**config.mk**
```make
export PLATFORM = sky130hd
export DESIGN_NAME = phase_cal_seq
export DESIGN_NICKNAME = d
export VERILOG_FILES = /design/src/rtl/ising_config.sv /design/src/rtl/abs_err_acc.sv /design/src/rtl/phase_cal_seq.sv
export SDC_FILE = /design/constraint.sdc
export NUM_CORES = 1
export LEC_CHECK = 0
export ABC_AREA = 1
export BUFFER_PORTS_ARGS = -buffer_cell sky130_fd_sc_hd__buf_2
export CORE_MARGIN = 2
export CORE_UTILIZATION = 35
export CTS_CLUSTER_SIZE = 40
export DETAILED_ROUTE_END_ITERATION = 8
export GPL_ROUTABILITY_DRIVEN = 1
export SYNTH_ARGS = -nofsm -noshare
export SYNTH_HDL_FRONTEND = slang
export SYNTH_SLANG_ARGS = --single-unit
```
**constraint.sdc**
```tcl
create_clock -name clk -period 5.85 [get_ports clk]
set_input_delay 0.2925 -clock clk [delete_from_list [all_inputs] [get_ports clk]]
set_output_delay 0.2925 -clock clk [all_outputs]
set_load 0.01 [all_outputs]
```
**src/rtl/ising_config.sv**
```systemverilog
// Purpose: shared Ising-machine configuration: data width, phase-cal FSM states, timeout default, error width.
// Latency: n/a (package only).
// Backpressure: n/a.
// Optional feature macro: PHASE_CAL_AVG_EN (widens the phase-cal error accumulator by AVG_LOG2 bits).
package ising_config;

  localparam int num_bits          = 16;
  localparam int PHASE_CAL_TIMEOUT = 1023;

  typedef enum logic [2:0] {
    PC_IDLE,
    PC_SET,
    PC_SETTLE,
    PC_MEAS,
    PC_EVAL,
    PC_DONE
  } phase_cal_state_t;

`ifdef PHASE_CAL_AVG_EN
  localparam bit PHASE_CAL_AVG_ON = 1'b1;
`else
  localparam bit PHASE_CAL_AVG_ON = 1'b0;
`endif

  // Accumulated-error width: one |diff| needs nb+1 bits, averaging adds log2(samples).
  function automatic int phase_cal_ew(input int nb, input int avg_log2);
    return nb + 1 + (PHASE_CAL_AVG_ON ? avg_log2 : 0);
  endfunction

endpackage

```
**src/rtl/abs_err_acc.sv**
```systemverilog
// Purpose: accumulates |sample - expv| (signed, sign-extended by one bit) into an unsigned register.
// Latency: 1 cycle from en to updated acc; clr has priority over en.
// Backpressure: none; every enabled cycle is consumed.
// Ports: clk, rst (sync active-low), clr, en, sample/expv (signed IW), acc (AW, AW >= IW+1).
module abs_err_acc #(
  parameter int IW = 16,
  parameter int AW = 17
) (
  input  logic                 clk,
  input  logic                 rst,
  input  logic                 clr,
  input  logic                 en,
  input  logic signed [IW-1:0] sample,
  input  logic signed [IW-1:0] expv,
  output logic        [AW-1:0] acc
);

  logic signed [IW:0] diff;
  logic        [IW:0] mag;

  always_comb begin
    // One extra bit so the difference of two full-range signed words never wraps.
    diff = {sample[IW-1], sample} - {expv[IW-1], expv};
    mag  = diff[IW] ? -diff : diff;
  end

  always_ff @(posedge clk) begin
    if (!rst) begin
      acc <= '0;
    end else if (clr) begin
      acc <= '0;
    end else if (en) begin
      acc <= acc + AW'(mag);
    end
  end

endmodule

```
**src/rtl/phase_cal_seq.sv**
```systemverilog
// Purpose: phase-calibration sequencer; sweeps phi_lo against MAC ADC then phi against NL ADC, keeps min-error words.
// Latency: per step 1 (SET) + settle_cycles + sample wait + 1 (EVAL); cal_done one cycle after final EVAL.
// Backpressure: none; samples are consumed only in MEAS, cal_trig ignored while busy, MEAS aborts after TIMEOUT idle cycles.
// Ports: clk, rst (sync active-low), cal_trig/busy/done/err, sweep config, DAC a/b/c words+valids,
//        ADC samples+strobes, mac_run/nl_run, phase words out, best errors out.
// Optional feature macro: PHASE_CAL_AVG_EN (2^AVG_LOG2 samples per step instead of one).
module phase_cal_seq
  import ising_config::*;
#(
  parameter  int AVG_LOG2 = 3,
  parameter  int TIMEOUT  = PHASE_CAL_TIMEOUT,
  localparam int EW       = phase_cal_ew(num_bits, AVG_LOG2)
) (
  input  logic                       clk,
  input  logic                       rst,
  input  logic                       cal_trig,
  output logic                       cal_busy,
  output logic                       cal_done,
  output logic                       cal_err,
  input  logic [15:0]                num_steps,
  input  logic [15:0]                phi_step,
  input  logic [15:0]                settle_cycles,
  input  logic [15:0]                phi_lo_start,
  input  logic [15:0]                phi_start,
  input  logic [num_bits-1:0]        a_phase_cal,
  input  logic [num_bits-1:0]        b_phase_cal,
  input  logic [num_bits-1:0]        c_phase_cal,
  input  logic signed [num_bits-1:0] mac_phase_exp,
  input  logic signed [num_bits-1:0] nl_phase_exp,
  input  logic signed [num_bits-1:0] mac_val_in,
  input  logic signed [num_bits-1:0] nl_val_in,
  input  logic                       mac_val_valid,
  input  logic                       nl_val_valid,
  output logic                       mac_run,
  output logic                       nl_run,
  output logic [num_bits-1:0]        a_out,
  output logic [num_bits-1:0]        b_out,
  output logic [num_bits-1:0]        c_out,
  output logic                       a_valid,
  output logic                       b_valid,
  output logic                       c_valid,
  output logic [15:0]                phi_lo_val_out,
  output logic [15:0]                phi_val_out,
  output logic [EW-1:0]              best_mac_err,
  output logic [EW-1:0]              best_nl_err
);

  localparam int TW = $clog2(TIMEOUT + 1);

  phase_cal_state_t state;
  logic             stage;      // 0: phi_lo vs MAC, 1: phi vs NL
  logic [15:0]      cur_word;
  logic [15:0]      step_left;
  logic [15:0]      settle_cnt;
  logic [15:0]      best_lo;
  logic [15:0]      best_phi;
  logic [TW-1:0]    tmo_cnt;
`ifdef PHASE_CAL_AVG_EN
  logic [AVG_LOG2-1:0] samp_cnt;
`endif

  logic                       samp_vld;
  logic signed [num_bits-1:0] samp;
  logic signed [num_bits-1:0] expv;
  logic                       acc_clr;
  logic                       acc_en;
  logic [EW-1:0]              acc;
  logic                       last_samp;
  logic                       better;
  logic [15:0]                nxt_word;
  logic [15:0]                best_lo_nxt;
  logic [15:0]                best_phi_nxt;

  always_comb begin
    samp_vld     = stage ? nl_val_valid  : mac_val_valid;
    samp         = stage ? nl_val_in     : mac_val_in;
    expv         = stage ? nl_phase_exp  : mac_phase_exp;
    acc_clr      = (state == PC_SET);
    acc_en       = (state == PC_MEAS) && samp_vld;
    // Strict compare: a tie keeps the earlier phase word.
    better       = stage ? (acc < best_nl_err) : (acc < best_mac_err);
    nxt_word     = cur_word + phi_step;
    best_lo_nxt  = (!stage && better) ? cur_word : best_lo;
    best_phi_nxt = ( stage && better) ? cur_word : best_phi;
`ifdef PHASE_CAL_AVG_EN
    last_samp    = &samp_cnt;
`else
    last_samp    = 1'b1;
`endif
  end

  abs_err_acc #(.IW(num_bits), .AW(EW)) u_acc (
    .clk    (clk),
    .rst    (rst),
    .clr    (acc_clr),
    .en     (acc_en),
    .sample (samp),
    .expv   (expv),
    .acc    (acc)
  );

  always_ff @(posedge clk) begin
    if (!rst) begin
      state          <= PC_IDLE;
      stage          <= 1'b0;
      cur_word       <= '0;
      step_left      <= '0;
      settle_cnt     <= '0;
      best_lo        <= '0;
      best_phi       <= '0;
      tmo_cnt        <= '0;
`ifdef PHASE_CAL_AVG_EN
      samp_cnt       <= '0;
`endif
      cal_busy       <= 1'b0;
      cal_done       <= 1'b0;
      cal_err        <= 1'b0;
      mac_run        <= 1'b0;
      nl_run         <= 1'b0;
      a_out          <= '0;
      b_out          <= '0;
      c_out          <= '0;
      a_valid        <= 1'b0;
      b_valid        <= 1'b0;
      c_valid        <= 1'b0;
      phi_lo_val_out <= '0;
      phi_val_out    <= '0;
      best_mac_err   <= '1;
      best_nl_err    <= '1;
    end else begin
      case (state)
        PC_IDLE: begin
          if (cal_trig) begin
            cur_word       <= phi_lo_start;
            step_left      <= num_steps;
            best_lo        <= phi_lo_start;
            best_phi       <= phi_start;
            best_mac_err   <= '1;
            best_nl_err    <= '1;
            stage          <= 1'b0;
            phi_lo_val_out <= phi_lo_start;
            phi_val_out    <= phi_start;
            a_valid        <= 1'b1;
            b_valid        <= 1'b1;
            c_valid        <= 1'b1;
            if (num_steps == 16'd0) begin
              cal_err  <= 1'b1;
              cal_done <= 1'b1;
              a_out    <= '0;
              b_out    <= '0;
              c_out    <= '0;
              mac_run  <= 1'b0;
              nl_run   <= 1'b0;
              state    <= PC_DONE;
            end else begin
              cal_err  <= 1'b0;
              cal_busy <= 1'b1;
              a_out    <= a_phase_cal;
              b_out    <= b_phase_cal;
              c_out    <= c_phase_cal;
              mac_run  <= 1'b1;
              nl_run   <= 1'b1;
              state    <= PC_SET;
            end
          end
        end

        PC_SET: begin
          tmo_cnt    <= '0;
          settle_cnt <= 16'd1;
`ifdef PHASE_CAL_AVG_EN
          samp_cnt   <= '0;
`endif
          state      <= (settle_cycles == 16'd0) ? PC_MEAS : PC_SETTLE;
        end

        PC_SETTLE: begin
          if (settle_cnt >= settle_cycles) state <= PC_MEAS;
          else                             settle_cnt <= settle_cnt + 16'd1;
        end

        PC_MEAS: begin
          if (samp_vld) begin
            // The idle-cycle timeout restarts on every accepted sample.
            tmo_cnt <= '0;
`ifdef PHASE_CAL_AVG_EN
            samp_cnt <= samp_cnt + 1'b1;
`endif
            if (last_samp) state <= PC_EVAL;
          end else if (tmo_cnt == TW'(TIMEOUT - 1)) begin
            cal_err        <= 1'b1;
            cal_busy       <= 1'b0;
            cal_done       <= 1'b1;
            a_out          <= '0;
            b_out          <= '0;
            c_out          <= '0;
            mac_run        <= 1'b0;
            nl_run         <= 1'b0;
            phi_lo_val_out <= best_lo;
            phi_val_out    <= best_phi;
            state          <= PC_DONE;
          end else begin
            tmo_cnt <= tmo_cnt + 1'b1;
          end
        end

        PC_EVAL: begin
          if (better) begin
            if (stage) begin
              best_nl_err <= acc;
              best_phi    <= cur_word;
            end else begin
              best_mac_err <= acc;
              best_lo      <= cur_word;
            end
          end
          cur_word <= nxt_word;
          if (step_left > 16'd1) begin
            step_left <= step_left - 16'd1;
            if (stage) phi_val_out    <= nxt_word;
            else       phi_lo_val_out <= nxt_word;
            state <= PC_SET;
          end else if (!stage) begin
            // Stage 1 sweeps phi with phi_lo parked at the stage-0 winner.
            stage          <= 1'b1;
            step_left      <= num_steps;
            cur_word       <= phi_start;
            phi_lo_val_out <= best_lo_nxt;
            phi_val_out    <= phi_start;
            state          <= PC_SET;
          end else begin
            cal_busy       <= 1'b0;
            cal_done       <= 1'b1;
            a_out          <= '0;
            b_out          <= '0;
            c_out          <= '0;
            mac_run        <= 1'b0;
            nl_run         <= 1'b0;
            phi_lo_val_out <= best_lo;
            phi_val_out    <= best_phi_nxt;
            state          <= PC_DONE;
          end
        end

        PC_DONE: begin
          if (!cal_trig) begin
            cal_done <= 1'b0;
            state    <= PC_IDLE;
          end
        end

        default: state <= PC_IDLE;
      endcase
    end
  end

endmodule

```
==> qor.txt, run 1 <==
status -> completed
1st-pass router iterations -> 6
initial antenna violation count -> 1
io pins -> 319
DP Worst Slack -> 0.8683 ns
FF+latch count, synth -> 230
synth warn -> 0
H-tree levels -> 1
First DRT Iteration DRCs -> 1423
Post-synth EDFFs -> 0
final hold viol count -> 0
most common cell after layout, fill and taps aside -> nand2_1
worst path buffer plus inverter count -> 6
syn nets -> 2654
Largest stage delay, worst path -> 0.42 ns
Startpoint Class -> flop
final WL -> 53260 um
Avg WL per Cell -> 16.30 um
register area -> 4606 um2
fraction of layout cells with a size suffix above 1 -> 15.97%
Overflow after GRT -> 0
die area -> 46000 um2
Worst Skew -> 0.01466 ns
reg2reg start -> stage
CTS tree -> built
proportion of netlist area held by the largest area contributor -> 29.70%
vias -> 17060
routability cong. -> 0.9421
area delta synth->final -> 21.59%
post_cts resized -> 0
DP Wirelength -> 37700 um
crit path capture type -> flop
Max Cap Violations -> 0
Finished Cell Area -> 18850 um2
post-synthesis sequential area ratio -> 29.70%
DR DRC count -> 0
pwr dens -> 441.1 nW/um2
Worst EP arrival -> 5.46 ns
most frequent cells in the layout -> 598 x nand2_1, 317 x buf_2, 275 x inv_1
setup ws final -> 0.8384 ns
clk slew on worst S/H paths -> 0.06 ns
Most used DFF post-synth -> dfxtp_1
Placed Cells -> 3171
Worst path slowest cell -> fa_1
Die W -> 214.5 um
CP required -> 6.30 ns
Slew HR -> 31.87%
Cell Count, Final, Fillers Out -> 3268
Synth area leader -> dfxtp_1
IO Port Bufs -> 318
RSZ-0062 raised after global routing -> no
Final Max Slew Viols -> 0
post-route minimum period -> 5.012 ns
vias in the first global route -> 16410
largest registers -> best_mac_err: 17 flops, best_nl_err: 17 flops, u_acc.acc: 17 flops
post-synthesis area per instance -> 6.594 um2
setup violators final -> 0
total CTS buffers -> 29
Net Sw Frac -> 46.18%
CTS Buffer Depth -> 3
core area -> 43930 um2
Tcrit/Tclk final -> 85.67%
Slew @ Worst Pin -> 1.019 ns
antenna-violating nets left -> 0
hold_ws -> 0.05479 ns
Skew-Pair Late Insertion Delay -> 0.56 ns
Worst path most repeated cell -> nand2_1
row cnt -> 77
internal power -> 4.475 mW
Leakage Power -> 9.181 nW
Vias/cell -> 5.219
VDD IR max -> 0.3073 mV
Sum Neg Setup Slack -> 0 ns
Hold Crit Class -> primary input to flop
clk sinks -> 230
starting density of the core -> 35.29%
hold wc startpoint -> phi_lo_start[0]
placed cell areas -> 17500 um2
Area contributors post-synth -> dfxtp_1 30%, nand2_1 14%, ha_1 8.3%
part of the power in combinational logic -> 51.6%
FILL cells -> 4658
largest net degree at the start of global routing -> 85
Critical Path Fanout Max -> 21
Crit path max-delay family -> compound AO/OA/AOI/OAI gates
ys async rst share -> 0%
Die Ht -> 214.5 um
synth unique cells -> 51
switching power -> 3.839 mW
Syn Inst Count -> 2351
Root Buffer -> clkbuf_16
GRT Overall Usage -> 22.29%
Sequential Power Share -> 28.0%
Clock power frac -> 20.4%
multi-input logic area -> 9335 um2
Crit Path Category -> flop to flop
first-pass GRT wire length -> 84760 um
post-synth design cell area -> 15500 um2
Nets -> 2961
Achievable Freq -> 199.5 MHz
Setup crit start -> stage
power groups by stage:
stage | logic (mW) | registers, mW | clock network, mW
2_1_floorplan | 2.86 | 2.42 | 0
3_3_place_gp | 4.18 | 2.34 | 0
3_5_place_dp | 4.21 | 2.35 | 0
4_1_cts | 4.26 | 2.33 | 1.75
5_1_grt | 4.79 | 2.39 | 1.81
6_report | 4.29 | 2.33 | 1.70
Yosys cell counts, types with 4 or more instances:
cell type	n
nand2_1	598
inv_1	276
a21oi_1	234
dfxtp_1	230
o21ai_0	208
nand3_1	140
nor2_1	138
ha_1	103
clkbuf_1	68
o211ai_1	52
a221oi_1	33
nand4_1	31
xor2_1	27
buf_2	24
nor3_1	23
xnor2_1	18
mux2i_1	17
a31oi_1	13
inv_2	10
nand3b_1	10
nor4_1	10
nand2_2	9
a21oi_2	7
buf_6	7
or2_2	7
buf_1	6
a211oi_1	4
and2_1	4
buf_4	4
nor2_2	4
o21ai_1	4
final timing paths:
check        slack [ns]             to  cells past startpoint
max reg2reg        0.84  u_acc.acc[12]                     27
min reg2reg        0.46       c_out[5]                      2
min                0.05    cur_word[0]                      3
max                0.84  u_acc.acc[12]                     27
metal layers:
layer	global-route usage, %	up-vias	wire [um]
met5	0	-	0
met4	6.481	0	1329
met3	3.248	84	3567
met2	38.56	587	25020
met1	28.74	7929	23340
li1	-	8457	-
tightest hold or removal path: stages:
cell and delay (ns):
buf_2 0.11, nand2_1 0.07, a31oi_1 0.08
timing repair:
item,4_1_cts,5_1_grt
hold buffers,48,0
buffers inserted,0,0
endpoints found under the hold margin,48,0
cell type report:
class / instances / share of cell area, %
diodes: 2 / 0.02655
clock buffers: 39 / 4.102
clock inverters: 8 / 0.5111
inverters: 287 / 5.715
multi-input cells: 1725 / 49.52
flip-flops and latches: 230 / 24.43
well taps: 592 / 3.929
repair buffers: 385 / 11.76
through the flow:
stage	utilization [%]	power, mW
after floorplan	-	5.273
after global placement	39.82	6.516
after detailed placement	39.82	6.563
after CTS	42.90	8.337
after global routing	42.90	8.985
final	42.91	8.314
cell families (layout without fill, tap and decap cells):
family	after synthesis	after routing	synth area share, %
muxes	17	17	1.098
DFF	230	230	29.70
and+or+nand+nor	988	988	27.12
xor gates and xnor gates	45	45	2.542
other	0	2	0
adders and majority gates	106	106	8.700
buffers and inverters	396	719	10.22
AOI/OAI and AO/OA	569	569	20.62
(Power assumes the default switching activity.)
==> inputs of run 2 (changes only) <==
- CELL_PAD_IN_SITES_DETAIL_PLACEMENT: default -> 2
- CELL_PAD_IN_SITES_GLOBAL_PLACEMENT: default -> 2
- CORE_UTILIZATION: 35 -> 30
- PLACE_DENSITY_LB_ADDON: default -> 0.1
==> qor.txt, run 2 (synthesized netlist as in run 1, its figures left out) <==
status -> completed
largest net degree at the start of global routing -> 90
part of the power in combinational logic -> 50.5%
First DRT Iteration DRCs -> 703
Root Buffer -> clkbuf_16
setup violators final -> 0
initial antenna violation count -> 3
IO Port Bufs -> 318
Reg-to-Reg End -> u_acc.acc[12]
Leakage Power -> 9.329 nW
total CTS buffers -> 34
Placed Cells -> 3264
io pins -> 319
RSZ-0062 raised after global routing -> no
crit path capture type -> flop
CP required -> 6.28 ns
post-CTS setup buffer count -> 0
switching power -> 4.315 mW
Skew-Pair Late Insertion Delay -> 0.56 ns
final hold viol count -> 0
Die Ht -> 231.3 um
Tcrit/Tclk final -> 89.31%
Slew HR -> 24.64%
post-layout util -> 37.57%
Startpoint Class -> flop
area delta synth->final -> 24.07%
Avg WL per Cell -> 20.60 um
fraction of layout cells with a size suffix above 1 -> 16.62%
Sequential Power Share -> 26.1%
Hold Crit Class -> primary input to flop
1st-pass router iterations -> 5
CTS Buffer Depth -> 3
die area -> 53510 um2
reg2reg start -> stage
DP Wirelength -> 48620 um
Worst Skew -> 0.02377 ns
DR DRC count -> 0
cells on worst reg2reg path -> 23
Sum Neg Setup Slack -> 0 ns
antenna-violating nets left -> 0
Net Sw Frac -> 47.53%
Die W -> 231.3 um
H-tree levels -> 2
clk slew on worst S/H paths -> 0.06 ns
reg2reg setup slack -> 0.63 ns
Clock power frac -> 23.4%
Max Cap Violations -> 0
vias in the first global route -> 19410
largest registers -> best_mac_err: 17 flops, best_nl_err: 17 flops, u_acc.acc: 17 flops
most common cell after layout, fill and taps aside -> nand2_1
Setup crit start -> stage
Final Max Slew Viols -> 0
Slew @ Worst Pin -> 1.128 ns
row cnt -> 83
post-route minimum period -> 5.224 ns
Worst EP arrival -> 5.65 ns
first-pass GRT wire length -> 108300 um
Critical Path Fanout Max -> 26
Vias/cell -> 5.251
Crit Path Category -> flop to flop
most frequent cells in the layout -> 598 x nand2_1, 317 x buf_2, 275 x inv_1
Achievable Freq -> 191.4 MHz
internal power -> 4.763 mW
core area -> 51200 um2
crit path capture -> u_acc.acc[12]
clk sinks -> 230
Overflow after GRT -> 0
GRT Overall Usage -> 25.58%
pwr dens -> 471.9 nW/um2
Nets -> 2970
final WL -> 69440 um
routability cong. -> 0.8515
CTS tree -> built
Cell Count, Final, Fillers Out -> 3370
vias -> 17700
starting density of the core -> 30.28%
VDD IR max -> 0.2093 mV
==> run 2: metal layers <==
| layer | up-vias | global-route usage (%) | part of all wire [%] |
|---|---|---|---|
| met3 | 121 | 4.884 | 4.6 |
| met1 | 8706 | 32.28 | 45 |
| li1 | 8479 | - | - |
| met2 | 386 | 43.85 | 48 |
| met4 | 4 | 7.863 | 2.8 |
| met5 | - | 0 | 0.029 |
==> run 2: worst min path at each step <==
stage                          startpoint        end  slack, ns  depth (start not counted)
after detailed placement         a_out[3]   a_out[3]       0.46                          2
final                      b_phase_cal[0]   b_out[0]       0.05                          3
after global placement           b_out[0]   b_out[0]       0.45                          2
after floorplan           a_phase_cal[10]  a_out[10]       0.43                          2
after global routing       b_phase_cal[0]   b_out[0]       0.03                          3
after CTS                  b_phase_cal[0]   b_out[0]      0.004                          3
==> run 2: stage by stage <==
step | hold slack [ns] | setup slack [ns] | instance area, um2 | power, mW
finish | 0.05140 | 0.6256 | 19240 | 9.078
global route | 0.03235 | 0.04556 | 19240 | 9.799
CTS | 0.003740 | 0.2950 | 19230 | 9.119
detailed placement | 0.4586 | 0.4043 | 17640 | 6.906
global placement | 0.4498 | 0.7807 | 17640 | 6.742
floorplan | 0.4289 | 1.307 | 15500 | 5.273
==> run 2: timing repair <==
action	CTS	global route
hold buffers	47	0
gates resized for setup	0	1
hold endpoints to repair	47	0
endpoints found under the setup margin	0	1
==> run 2: power groups by stage <==
stage          Clock [mW]  Combinational [mW]  Sequential [mW]
2_1_floorplan           0                2.86             2.42
3_3_place_gp            0                4.38             2.37
6_report             2.12                4.58             2.37
4_1_cts              2.17                4.58             2.36
3_5_place_dp            0                4.52             2.39
5_1_grt              2.25                5.13             2.43
==> run 2: worst max-delay path, cell delays in order, from the launching register on <==
cell and delay (ns):
dfxtp_2 0.53, buf_4 0.41, mux2i_1 0.25, ha_1 0.30, nand2_1 0.14, inv_1 0.05
a21oi_1 0.22, nand2_1 0.13, nand3_1 0.11, nand3_1 0.07, nand2_1 0.29, inv_1 0.22
o21ai_0 0.27, inv_1 0.10, fa_1 0.44, nand3b_1 0.17, nand2_1 0.11, a21oi_1 0.12
o21ai_1 0.35, a21boi_0 0.23, o21ai_0 0.27, xor2_1 0.09, o21ai_0 0.17, inv_1 0.05
==> run 2: cell type report <==
class / instances / area, um2
multi-input cells: 1725 / 9335
inverters: 287 / 1077
repair buffers: 389 / 2245
clock inverters: 8 / 87.58
diodes: 1 / 2.502
flip-flops and latches: 230 / 4606
well taps: 680 / 850.8
clock buffers: 50 / 1032
fillers: 6204 / 31960
